**config.mk**
```make
export PLATFORM = sky130hd
export DESIGN_NAME = axi_io_slave_flat
export DESIGN_NICKNAME = d
export VERILOG_FILES = /design/src/rtl/axi_io_slave_if.sv /design/src/rtl/axi_io_slave.sv /design/src/flat_wrapper.sv
export SDC_FILE = /design/constraint.sdc
export NUM_CORES = 1
export LEC_CHECK = 0
export CORE_MARGIN = 2
export CORE_UTILIZATION = 41
export CTS_BUF_LIST = sky130_fd_sc_hd__clkbuf_8 sky130_fd_sc_hd__clkbuf_16
export DETAILED_ROUTE_END_ITERATION = 8
export PLACE_DENSITY = 0.81
export SYNTH_ARGS = -nofsm -noshare
export SYNTH_HDL_FRONTEND = slang
export SYNTH_SLANG_ARGS = --single-unit
```
**constraint.sdc**
```tcl
create_clock -name CLK -period 2.6 [get_ports CLK]
set_input_delay 0.39 -clock CLK [delete_from_list [all_inputs] [get_ports CLK]]
set_output_delay 0.39 -clock CLK [all_outputs]
set_load 0.02 [all_outputs]
```
**src/rtl/axi_io_slave_if.sv**
```systemverilog
// rtl/axi_io_slave_if.sv - AXI4-Lite channel bundle between a bus master and axi_io_slave
interface axi_io_slave_if;
    logic [31:0] S_AXI_AWADDR;
    logic        S_AXI_AWVALID;
    logic        S_AXI_AWREADY;
    logic [31:0] S_AXI_WDATA;
    logic [3:0]  S_AXI_WSTRB;
    logic        S_AXI_WVALID;
    logic        S_AXI_WREADY;
    logic [1:0]  S_AXI_BRESP;
    logic        S_AXI_BVALID;
    logic        S_AXI_BREADY;
    logic [31:0] S_AXI_ARADDR;
    logic        S_AXI_ARVALID;
    logic        S_AXI_ARREADY;
    logic [31:0] S_AXI_RDATA;
    logic [1:0]  S_AXI_RRESP;
    logic        S_AXI_RVALID;
    logic        S_AXI_RREADY;

    modport slave (
        input  S_AXI_AWADDR, S_AXI_AWVALID, S_AXI_WDATA, S_AXI_WSTRB, S_AXI_WVALID,
        input  S_AXI_BREADY, S_AXI_ARADDR, S_AXI_ARVALID, S_AXI_RREADY,
        output S_AXI_AWREADY, S_AXI_WREADY, S_AXI_BRESP, S_AXI_BVALID,
        output S_AXI_ARREADY, S_AXI_RDATA, S_AXI_RRESP, S_AXI_RVALID
    );

    modport master (
        output S_AXI_AWADDR, S_AXI_AWVALID, S_AXI_WDATA, S_AXI_WSTRB, S_AXI_WVALID,
        output S_AXI_BREADY, S_AXI_ARADDR, S_AXI_ARVALID, S_AXI_RREADY,
        input  S_AXI_AWREADY, S_AXI_WREADY, S_AXI_BRESP, S_AXI_BVALID,
        input  S_AXI_ARREADY, S_AXI_RDATA, S_AXI_RRESP, S_AXI_RVALID
    );
endinterface

```
**src/rtl/axi_io_slave.sv**
```systemverilog
// rtl/axi_io_slave.sv - AXI4-Lite byte I/O slave with RX/TX FIFOs; AXI_IO_SLAVE_STATUS_EN adds a status register at 0x8
module axi_io_slave #(
    parameter int FIFO_DEPTH = 4
) (
    input  logic          CLK,
    input  logic          RST_N,
    axi_io_slave_if.slave s_axi,
    input  logic [7:0]    RX_DATA,
    input  logic          RX_VALID,
    output logic          RX_READY,
    output logic [7:0]    TX_DATA,
    output logic          TX_VALID,
    input  logic          TX_READY
);
    localparam int          AW          = $clog2(FIFO_DEPTH);
    localparam logic [AW:0] DEPTH       = (AW + 1)'(FIFO_DEPTH);
    localparam logic [1:0]  RESP_OKAY   = 2'b00;
    localparam logic [1:0]  RESP_SLVERR = 2'b10;

    typedef enum logic [1:0] {R_IDLE, R_WAIT, R_RESP} r_state_t;
    typedef enum logic [1:0] {W_IDLE, W_EXEC, W_RESP} w_state_t;

    r_state_t r_state, r_state_next;
    w_state_t w_state, w_state_next;

    // Held low through reset so the idle-state ready decodes stay deasserted.
    logic live;

    logic [7:0]    rx_mem [FIFO_DEPTH];
    logic [AW-1:0] rx_wr_ptr, rx_rd_ptr;
    logic [AW:0]   rx_count;
    logic          rx_push, rx_pop, rx_empty, rx_full;

    logic [7:0]    tx_mem [FIFO_DEPTH];
    logic [AW-1:0] tx_wr_ptr, tx_rd_ptr;
    logic [AW:0]   tx_count;
    logic          tx_push, tx_pop, tx_empty, tx_full;

    logic [3:0]  ar_off, aw_off;
    logic [7:0]  w_byte;
    logic        w_strb0;
    logic        aw_done, w_done;
    logic [31:0] rdata;
    logic [1:0]  rresp, bresp;
    logic        ar_hs, aw_hs, w_hs, b_hs;
    logic        rd_load, wr_exec;
    logic [31:0] rd_value;
    logic [1:0]  rd_resp, wr_resp;

    logic unused_inputs;
    assign unused_inputs = ^{s_axi.S_AXI_AWADDR[31:4], s_axi.S_AXI_ARADDR[31:4],
                             s_axi.S_AXI_WDATA[31:8], s_axi.S_AXI_WSTRB[3:1]};

    assign rx_empty = (rx_count == '0);
    assign rx_full  = (rx_count == DEPTH);
    assign tx_empty = (tx_count == '0);
    assign tx_full  = (tx_count == DEPTH);

    assign RX_READY = live && !rx_full;
    assign TX_VALID = !tx_empty;
    assign TX_DATA  = tx_mem[tx_rd_ptr];
    assign rx_push  = RX_VALID && RX_READY;
    assign tx_pop   = TX_VALID && TX_READY;

    assign s_axi.S_AXI_ARREADY = live && (r_state == R_IDLE);
    assign s_axi.S_AXI_RVALID  = (r_state == R_RESP);
    assign s_axi.S_AXI_RDATA   = rdata;
    assign s_axi.S_AXI_RRESP   = rresp;
    assign s_axi.S_AXI_AWREADY = live && (w_state == W_IDLE) && !aw_done;
    assign s_axi.S_AXI_WREADY  = live && (w_state == W_IDLE) && !w_done;
    assign s_axi.S_AXI_BVALID  = (w_state == W_RESP);
    assign s_axi.S_AXI_BRESP   = bresp;

    assign ar_hs = s_axi.S_AXI_ARVALID && s_axi.S_AXI_ARREADY;
    assign aw_hs = s_axi.S_AXI_AWVALID && s_axi.S_AXI_AWREADY;
    assign w_hs  = s_axi.S_AXI_WVALID && s_axi.S_AXI_WREADY;
    assign b_hs  = s_axi.S_AXI_BVALID && s_axi.S_AXI_BREADY;

    always_ff @(posedge CLK) begin
        if (!RST_N) begin
            r_state <= R_IDLE;
            w_state <= W_IDLE;
            live    <= 1'b0;
        end else begin
            r_state <= r_state_next;
            w_state <= w_state_next;
            live    <= 1'b1;
        end
    end

    always_comb begin
        r_state_next = r_state;
        rd_load      = 1'b0;
        rx_pop       = 1'b0;
        rd_value     = '0;
        rd_resp      = RESP_SLVERR;
        case (r_state)
            R_IDLE: if (ar_hs) r_state_next = R_WAIT;
            R_WAIT: begin
                if (ar_off == 4'h0) begin
                    // An RXDATA read parks here until a byte arrives.
                    if (!rx_empty) begin
                        rd_load  = 1'b1;
                        rx_pop   = 1'b1;
                        rd_value = {24'h0, rx_mem[rx_rd_ptr]};
                        rd_resp  = RESP_OKAY;
                    end
                end
`ifdef AXI_IO_SLAVE_STATUS_EN
                else if (ar_off == 4'h8) begin
                    rd_load  = 1'b1;
                    rd_value = {30'h0, !tx_full, !rx_empty};
                    rd_resp  = RESP_OKAY;
                end
`endif
                else begin
                    rd_load = 1'b1;
                end
                if (rd_load) r_state_next = R_RESP;
            end
            R_RESP: if (s_axi.S_AXI_RREADY) r_state_next = R_IDLE;
            default: r_state_next = R_IDLE;
        endcase
    end

    always_comb begin
        w_state_next = w_state;
        wr_exec      = 1'b0;
        tx_push      = 1'b0;
        wr_resp      = RESP_SLVERR;
        case (w_state)
            W_IDLE: if ((aw_done || aw_hs) && (w_done || w_hs)) w_state_next = W_EXEC;
            W_EXEC: begin
                if (aw_off == 4'h4) begin
                    if (!tx_full) begin
                        wr_exec = 1'b1;
                        tx_push = w_strb0;
                        wr_resp = RESP_OKAY;
                    end
                end else begin
                    wr_exec = 1'b1;
                end
                if (wr_exec) w_state_next = W_RESP;
            end
            W_RESP: if (s_axi.S_AXI_BREADY) w_state_next = W_IDLE;
            default: w_state_next = W_IDLE;
        endcase
    end

    always_ff @(posedge CLK) begin
        if (!RST_N) begin
            ar_off  <= '0;
            aw_off  <= '0;
            w_byte  <= '0;
            w_strb0 <= 1'b0;
            aw_done <= 1'b0;
            w_done  <= 1'b0;
            rdata   <= '0;
            rresp   <= RESP_OKAY;
            bresp   <= RESP_OKAY;
        end else begin
            if (ar_hs) ar_off <= s_axi.S_AXI_ARADDR[3:0];
            if (rd_load) begin
                rdata <= rd_value;
                rresp <= rd_resp;
            end
            if (aw_hs) begin
                aw_off  <= s_axi.S_AXI_AWADDR[3:0];
                aw_done <= 1'b1;
            end
            if (w_hs) begin
                w_byte  <= s_axi.S_AXI_WDATA[7:0];
                w_strb0 <= s_axi.S_AXI_WSTRB[0];
                w_done  <= 1'b1;
            end
            if (wr_exec) bresp <= wr_resp;
            if (b_hs) begin
                aw_done <= 1'b0;
                w_done  <= 1'b0;
            end
        end
    end

    always_ff @(posedge CLK) begin
        if (rx_push) rx_mem[rx_wr_ptr] <= RX_DATA;
        if (tx_push) tx_mem[tx_wr_ptr] <= w_byte;
    end

    always_ff @(posedge CLK) begin
        if (!RST_N) begin
            rx_wr_ptr <= '0;
            rx_rd_ptr <= '0;
            rx_count  <= '0;
            tx_wr_ptr <= '0;
            tx_rd_ptr <= '0;
            tx_count  <= '0;
        end else begin
            if (rx_push) rx_wr_ptr <= rx_wr_ptr + 1'b1;
            if (rx_pop)  rx_rd_ptr <= rx_rd_ptr + 1'b1;
            case ({rx_push, rx_pop})
                2'b10:   rx_count <= rx_count + 1'b1;
                2'b01:   rx_count <= rx_count - 1'b1;
                default: ;
            endcase
            if (tx_push) tx_wr_ptr <= tx_wr_ptr + 1'b1;
            if (tx_pop)  tx_rd_ptr <= tx_rd_ptr + 1'b1;
            case ({tx_push, tx_pop})
                2'b10:   tx_count <= tx_count + 1'b1;
                2'b01:   tx_count <= tx_count - 1'b1;
                default: ;
            endcase
        end
    end
endmodule

```
**src/flat_wrapper.sv**
```systemverilog
// flat-port wrapper written by rule: the top's interface ports become plain ports
module axi_io_slave_flat 
#(
    parameter int FIFO_DEPTH = 4
)
  (CLK, RST_N, RX_DATA, RX_VALID, RX_READY, TX_DATA, TX_VALID, TX_READY, s_axi_S_AXI_AWADDR, s_axi_S_AXI_AWVALID, s_axi_S_AXI_WDATA, s_axi_S_AXI_WSTRB, s_axi_S_AXI_WVALID, s_axi_S_AXI_BREADY, s_axi_S_AXI_ARADDR, s_axi_S_AXI_ARVALID, s_axi_S_AXI_RREADY, s_axi_S_AXI_AWREADY, s_axi_S_AXI_WREADY, s_axi_S_AXI_BRESP, s_axi_S_AXI_BVALID, s_axi_S_AXI_ARREADY, s_axi_S_AXI_RDATA, s_axi_S_AXI_RRESP, s_axi_S_AXI_RVALID);
  axi_io_slave_if s_axi_i ();
  input  logic CLK;
  input  logic RST_N;
  input  logic [7:0] RX_DATA;
  input  logic RX_VALID;
  output logic RX_READY;
  output logic [7:0] TX_DATA;
  output logic TX_VALID;
  input  logic TX_READY;
  input wire logic [$bits(s_axi_i.S_AXI_AWADDR)-1:0] s_axi_S_AXI_AWADDR;
  input wire logic [$bits(s_axi_i.S_AXI_AWVALID)-1:0] s_axi_S_AXI_AWVALID;
  input wire logic [$bits(s_axi_i.S_AXI_WDATA)-1:0] s_axi_S_AXI_WDATA;
  input wire logic [$bits(s_axi_i.S_AXI_WSTRB)-1:0] s_axi_S_AXI_WSTRB;
  input wire logic [$bits(s_axi_i.S_AXI_WVALID)-1:0] s_axi_S_AXI_WVALID;
  input wire logic [$bits(s_axi_i.S_AXI_BREADY)-1:0] s_axi_S_AXI_BREADY;
  input wire logic [$bits(s_axi_i.S_AXI_ARADDR)-1:0] s_axi_S_AXI_ARADDR;
  input wire logic [$bits(s_axi_i.S_AXI_ARVALID)-1:0] s_axi_S_AXI_ARVALID;
  input wire logic [$bits(s_axi_i.S_AXI_RREADY)-1:0] s_axi_S_AXI_RREADY;
  output wire logic [$bits(s_axi_i.S_AXI_AWREADY)-1:0] s_axi_S_AXI_AWREADY;
  output wire logic [$bits(s_axi_i.S_AXI_WREADY)-1:0] s_axi_S_AXI_WREADY;
  output wire logic [$bits(s_axi_i.S_AXI_BRESP)-1:0] s_axi_S_AXI_BRESP;
  output wire logic [$bits(s_axi_i.S_AXI_BVALID)-1:0] s_axi_S_AXI_BVALID;
  output wire logic [$bits(s_axi_i.S_AXI_ARREADY)-1:0] s_axi_S_AXI_ARREADY;
  output wire logic [$bits(s_axi_i.S_AXI_RDATA)-1:0] s_axi_S_AXI_RDATA;
  output wire logic [$bits(s_axi_i.S_AXI_RRESP)-1:0] s_axi_S_AXI_RRESP;
  output wire logic [$bits(s_axi_i.S_AXI_RVALID)-1:0] s_axi_S_AXI_RVALID;
  assign s_axi_i.S_AXI_AWADDR = s_axi_S_AXI_AWADDR;
  assign s_axi_i.S_AXI_AWVALID = s_axi_S_AXI_AWVALID;
  assign s_axi_i.S_AXI_WDATA = s_axi_S_AXI_WDATA;
  assign s_axi_i.S_AXI_WSTRB = s_axi_S_AXI_WSTRB;
  assign s_axi_i.S_AXI_WVALID = s_axi_S_AXI_WVALID;
  assign s_axi_i.S_AXI_BREADY = s_axi_S_AXI_BREADY;
  assign s_axi_i.S_AXI_ARADDR = s_axi_S_AXI_ARADDR;
  assign s_axi_i.S_AXI_ARVALID = s_axi_S_AXI_ARVALID;
  assign s_axi_i.S_AXI_RREADY = s_axi_S_AXI_RREADY;
  assign s_axi_S_AXI_AWREADY = s_axi_i.S_AXI_AWREADY;
  assign s_axi_S_AXI_WREADY = s_axi_i.S_AXI_WREADY;
  assign s_axi_S_AXI_BRESP = s_axi_i.S_AXI_BRESP;
  assign s_axi_S_AXI_BVALID = s_axi_i.S_AXI_BVALID;
  assign s_axi_S_AXI_ARREADY = s_axi_i.S_AXI_ARREADY;
  assign s_axi_S_AXI_RDATA = s_axi_i.S_AXI_RDATA;
  assign s_axi_S_AXI_RRESP = s_axi_i.S_AXI_RRESP;
  assign s_axi_S_AXI_RVALID = s_axi_i.S_AXI_RVALID;
  axi_io_slave #(.FIFO_DEPTH(FIFO_DEPTH)) u_core (.CLK(CLK), .RST_N(RST_N), .s_axi(s_axi_i), .RX_DATA(RX_DATA), .RX_VALID(RX_VALID), .RX_READY(RX_READY), .TX_DATA(TX_DATA), .TX_VALID(TX_VALID), .TX_READY(TX_READY));
endmodule
```
# Word level (Yosys, flattened, before mapping)

Memories as Yosys holds them, arrays and structs flattened. A register that Yosys moved wholly into a read port is not among the register bits.
Index checks and enable logic that the tools add are counted.

Flip-flop bits (word level): 74
Memory bits (writable): 64
Memories kept: 2
Output and inout bits: 51
Word-level logic and storage cells: 115

Equality and inequality tests: 17
Add/sub/neg operators: 8
Muxes and demuxes: 41
Reduce and logical (&&, ||, !) cells: 28
Bitwise logic cells: 1

Memories:

| memory        | words | width | rd ports | clocked after Yosys merged registers in | wr ports | line               | source |
|---|---|---|---|---|---|---|---|
| u_core.rx_mem | 4     | 8     | 1        | 1                                       | 1        | axi_io_slave.sv:29 | `logic [7:0] rx_mem [FIFO_DEPTH];` |
| u_core.tx_mem | 4     | 8     | 1        | 1                                       | 1        | axi_io_slave.sv:34 | `logic [7:0] tx_mem [FIFO_DEPTH];` |

Operators with widths:

| kind                | number |
|---|---|
| $mux 32             | 2 |
| $mux 2              | 16 |
| $mux 1              | 18 |
| $logic_and 1x1->1   | 12 |
| $pmux 2 s3          | 2 |
| $pmux 3 s2          | 2 |
| $add 2x1->2 const B | 4 |
| $eq 2x1->1 const B  | 4 |
| $eq 2x2->1 const B  | 4 |
| $mux 8              | 1 |
| $add 3x1->3 const B | 2 |
| $eq 3x3->1 const B  | 2 |
| $logic_not 3->1     | 2 |
| $ne 2x1->1 const B  | 3 |
| $ne 2x2->1 const B  | 3 |
| $reduce_and 3->1    | 2 |
| $sub 3x1->3 const B | 2 |
| $eq 4x3->1 const B  | 1 |
| $logic_not 1->1     | 4 |
| $logic_not 2->1     | 2 |
| $logic_not 4->1     | 1 |
| $reduce_bool 2->1   | 2 |
| $logic_or 1x1->1    | 2 |
| $reduce_or 2->1     | 1 |
| $not 1->1           | 1 |

# Logic depth before layout (Yosys ltp)

Depth in word-level cells: 8
Gate-level depth with buffers: 9

# Worst setup path after synthesis

Ideal clock, no wire load.

Path type: reg-to-reg
Start: reg u_core.ar_off[1]
End: reg u_core.rx_count[2]
Setup time: 0.072 ns
Required time: 2.528 ns
Cell stages (with the launch flop): 9
Arrival time: 2.440 ns
Slack: 0.088 ns
Cells stage by stage: dfxtp_1 > or4_4 > nor3_1 > ha_1 > inv_1 > fa_1 > xor2_1 > or3_1 > a21oi_1

Word-level cells in the longest chain between the ends: 5
Elaborated cells on any way between the ends: 7
Classes of those cells: eq/ne: 2; mux: 3; reduce/logical: 2

Ends and longest elaborated chain:

| what                                                   | line                | source |
|---|---|---|
| from (decl)                                            | axi_io_slave.sv:39  | `logic [3:0] ar_off, aw_off;` |
| from (signal assigned)                                 | axi_io_slave.sv:162 | `if (ar_hs) ar_off <= s_axi.S_AXI_ARADDR[3:0];` |
| $logic_not 4->1 *                                      | axi_io_slave.sv:100 | `if (ar_off == 4'h0) begin` |
| $mux 1 *                                               | axi_io_slave.sv:100 |  |
| $mux 1 *                                               | axi_io_slave.sv:97  | `case (r_state)` |
| via u_core.rx_pop                                      | axi_io_slave.sv:32  | `logic rx_push, rx_pop, rx_empty, rx_full;` |
| $eq 2x1->1 / $eq 2x2->1 (equally long branches)        | axi_io_slave.sv:200 | `case ({rx_push, rx_pop})` |
| $pmux 3 s2 / $reduce_bool 2->1 (equally long branches) | --                  |  |
| to (signal assigned)                                   | axi_io_slave.sv:201 | `2'b10: rx_count <= rx_count + 1'b1;` |
| to (signal assigned)                                   | axi_io_slave.sv:202 | `2'b01: rx_count <= rx_count - 1'b1;` |
| to (decl)                                              | axi_io_slave.sv:31  | `logic [AW:0] rx_count;` |

The timed path passes the listed nets; every way through them passes the cells marked *.
A chain may end at the register's enable or synchronous reset.

# Worst setup path in the final report

Start: reg u_core.live
End: out s_axi_S_AXI_AWREADY

Word-level cells in the longest chain between the ends: 2

Ends and longest elaborated chain:

| what                           | line               | source |
|---|---|---|
| from (decl)                    | axi_io_slave.sv:27 | `logic live;` |
| from (signal assigned)         | axi_io_slave.sv:83 | `live <= 1'b0;` |
| from (signal assigned)         | axi_io_slave.sv:87 | `live <= 1'b1;` |
| $logic_and 1x1->1 (2 in a row) | axi_io_slave.sv:69 | `assign s_axi.S_AXI_AWREADY = live && (w_state == W_IDLE) && !aw_done;` |
| to (decl)                      | flat_wrapper.sv:25 | `output wire logic [$bits(s_axi_i.S_AXI_AWREADY)-1:0] s_axi_S_AXI_AWREADY;` |

No other way between the ends.

==> impl_metrics.py <==
metrics = {
    "clock_network": {
        "cts_tree": "built",
        "cts.path.max_buffers": 2,
        "cts_root_buf": "clkbuf_16",
        "cts_sinks": 116,
        "worstSkewPairLatency_ns": 0.41,
        "cts-buffers-inserted": 17,
        "cts_resized": 0,
        "htreeDepth": 4,
        "clkTransAtPathRegs_ns": 0.05,
        "postCtsSetupBuffers": 0,
        "cts_hold_buf": 0,
    },
    "timing": {
        "relSlewSlack": 0.3934,
        "worstMarginPinSlew_ns": 0.9100,
        "maxSlewViolCount": 0,
        "fin_ws_ns": 0.08012,
        "setup_viol": 0,
        "timing.setup.tns_ns": 0,
        "rsz0062_at_grt": "false",
        "period_needed_ns": 2.520,
        "fin_crit_sh": 0.9692,
        "hold_viol_final": 0,
        "fmax_mhz": 396.8,
        "skew_ns": 0.01001,
    },
    "die": {
        "start_util": 0.4224,
        "fp.coreArea_sq_mm": 0.01147,
        "dieWidth_um": 112.7,
        "dieArea_sq_mm": 0.01270,
        "dieHeight_um": 112.7,
        "row_count": 39,
        "design.portCount": 168,
    },
    "min_path": {
        "hold_depth": 2,
        "hold_path.class": "reg -> reg",
    },
    "critical_path": {
        "critPathMaxFanout": 7,
        "crit_type": "reg -> out",
        "critPathCaptureType": "primary output",
        "r2r_cells": 8,
        "crit_buf_inv": 1,
        "crit_slowest_cell": "clkdlybuf4s50_1",
        "crit_family": "simple AND/OR/NAND/NOR gates",
        "crit_chain": "or3b_2 > nor2_1 > clkdlybuf4s50_1",
        "worst-path-stages": 3,
        "worst_ep_arrival_time_ns": 2.13,
        "start_kind": "flip-flop",
        "required_ns": 2.21,
        "slowest_delay_ns": 0.61,
    },
    "routing": {
        "met1Wirelength_mm": 3.556,
        "routed.top_layer": "met4",
        "remaining_drc_errors": 0,
        "finalWirelength_mm": 8.904,
        "route.met2.wl_mm": 4.778,
        "num_vias": 2919,
        "drtAntennaViolNets": 0,
        "wl_met3_um": 479,
        "vias_per_cell": 4.881,
        "wl_per_cell_um": 14.89,
        "drt_iter0_markers": 123,
        "dr.pass1.iters": 4,
    },
    "power_and_ir_drop": {
        "leakage_nw": 2.193,
        "powerDensity_mw_per_mm2": 742.1,
        "max-vdd-ir-drop_mv": 0.6549,
        "p_total_mw": 4.523,
    },
    "place": {
        "preCtsSetupSlack_ns": 0.1062,
        "routabilityCongestion": 0.8233,
        "dp_hpwl_mm": 6.077,
        "numPortBuffers": 58,
    },
    "logic_synthesis": {
        "synthArstFlopShare": 0,
        "synth_top_area_frac": 0.3968,
        "yosysTopAreaCell": "edfxtp_1",
        "syn-cell-area_sq_mm": 0.004843,
        "yosysWarnings": 0,
        "synth_edf_count": 64,
        "seq_area_frac_synth": 0.6117,
        "synth_seq_cells": 116,
        "synth_area_leaders": "edfxtp_1, dfxtp_1, mux4_2, mux2i_1, buf_4",
        "synthesis.instances": 371,
        "avgSynthCellArea_sq_um": 13.05,
        "ys.flop_type": "edfxtp_1",
        "ys_types": 42,
    },
    "global_routing": {
        "antenna_found_initial": 0,
        "track_usage": 0.1510,
        "grt_pass1_vias": 2980,
        "grt_max_degree": 51,
        "overflow": 0,
        "grt_pass1_wl_mm": 14.55,
    },
    "cells_and_area": {
        "antenna_cells": 0,
        "finalNetCount": 571,
        "drive_gt1_frac": 0.1319,
        "area_growth_pct": 25.83,
    },
    "job": {
        "maxCapViolCount": 0,
    },
    "outcome": {
        "status": "complete, no violations",
    },
}
## layer usage
layer / up-vias / global-route usage
met5: - / 0
met4: 0 / 0.06585
met3: 14 / 0.05249
met2: 77 / 0.2663
met1: 1419 / 0.1645
li1: 1409 / -
## state kept, by name (all words and copies together), names as in the netlist, 3 cells and up, named ones only
register and flops:
u_core.tx_mem 32, u_core.s_axi.S_AXI_RDATA 8, u_core.tx_count 3, u_core.aw_off 4, u_core.ar_off 4, u_core.rx_count 3, u_core.rx_mem 32, u_core.w_byte 8
## cells in the mapped netlist (all sizes together), types with 10 or more instances
master,n
buf,31
dfxtp,52
mux4,16
ha,10
nor2,18
mux2i,24
edfxtp,64
a21oi,11
inv,21
nand2,46
## cell families after synthesis
kind of cell,after synthesis,share of synthesized area
buffers and inverters,61,0.06820
multiplexers,40,0.1240
AO/OA/AOI/OAI,32,0.04030
AND/OR/NAND/NOR,103,0.1101
XOR/XNOR,6,0.01085
adder cells (fa/ha/maj),12,0.03410
flip-flops,116,0.6117
other,1,0.0007743
## power breakdown
group	leakage [nW]	total (mW)	switching, mW	internal, mW
clock	0.289	2.22	0.755	1.46
sequential	1.01	2.01	0.0351	1.98
combinational	0.895	0.290	0.159	0.131
total	2.19	4.52	0.949	3.57
## through the flow
step	utilization	hold slack, ns	instance area (sq um)	std cells
after floorplan	-	0.4177	4937	396
after CTS	0.5310	0.4612	6090	598
after global placement	0.4804	0.4547	5509	566
after global routing	0.5315	0.4879	6095	598
after detailed placement	0.4804	0.4602	5509	566
final	0.5315	0.4664	6095	598
## path summary, 6_finish.rpt
check | startpoint | endpoint | slack, ns
setup / recovery | u_core.live$_DFF_P_ | s_axi_S_AXI_AWREADY | 0.08
hold reg to reg | u_core.aw_off[2]$_SDFFE_PN0P_ | u_core.aw_off[2]$_SDFFE_PN0P_ | 0.47
setup reg to reg | u_core.ar_off[1]$_SDFFE_PN0P_ | u_core.rx_count[2]$_SDFFE_PN0P_ | 0.18
hold / removal | u_core.aw_off[2]$_SDFFE_PN0P_ | u_core.aw_off[2]$_SDFFE_PN0P_ | 0.47
## layout by cell type (no fill, tap or decap), types with 2 or more instances in the layout
cell and n:
or4_1 2, conb_1 26, mux4_2 16, o31a_1 2, nand2b_1 4, xor2_1 5, clkinv_1 3, fa_1 2
nor3b_2 2, buf_4 8, clkbuf_16 17, o21ai_0 5, clkdlybuf4s50_1 57, nand2_1 46, edfxtp_1 64, clkinv_2 3
ha_1 10, inv_1 23, nor4b_1 2, nor3b_1 3, bufinv_16 2, o22ai_1 8, nor2_1 18, or3_1 3
o21a_1 2, clkbuf_8 3, nor2b_1 6, clkinvlp_4 2, a21oi_1 11, and2_1 8, mux2i_1 24, dfxtp_1 52
## worst min-delay path: stages (launching register included)
cell,delay [ns]
dfxtp_1,0.31
nand2_1,0.05
mux2i_1,0.05
## cell type report
class	instances	area, sq um
Tap cell	143	178.9
Multi-Input combinational cell	219	1654
Inverter	22	82.58
Timing Repair Buffer	66	635.6
Clock inverter	12	113.9
Fill cell	931	5373
Clock buffer	20	466.7
Sequential cell	116	2963
Power figures use the tool's default switching activity.
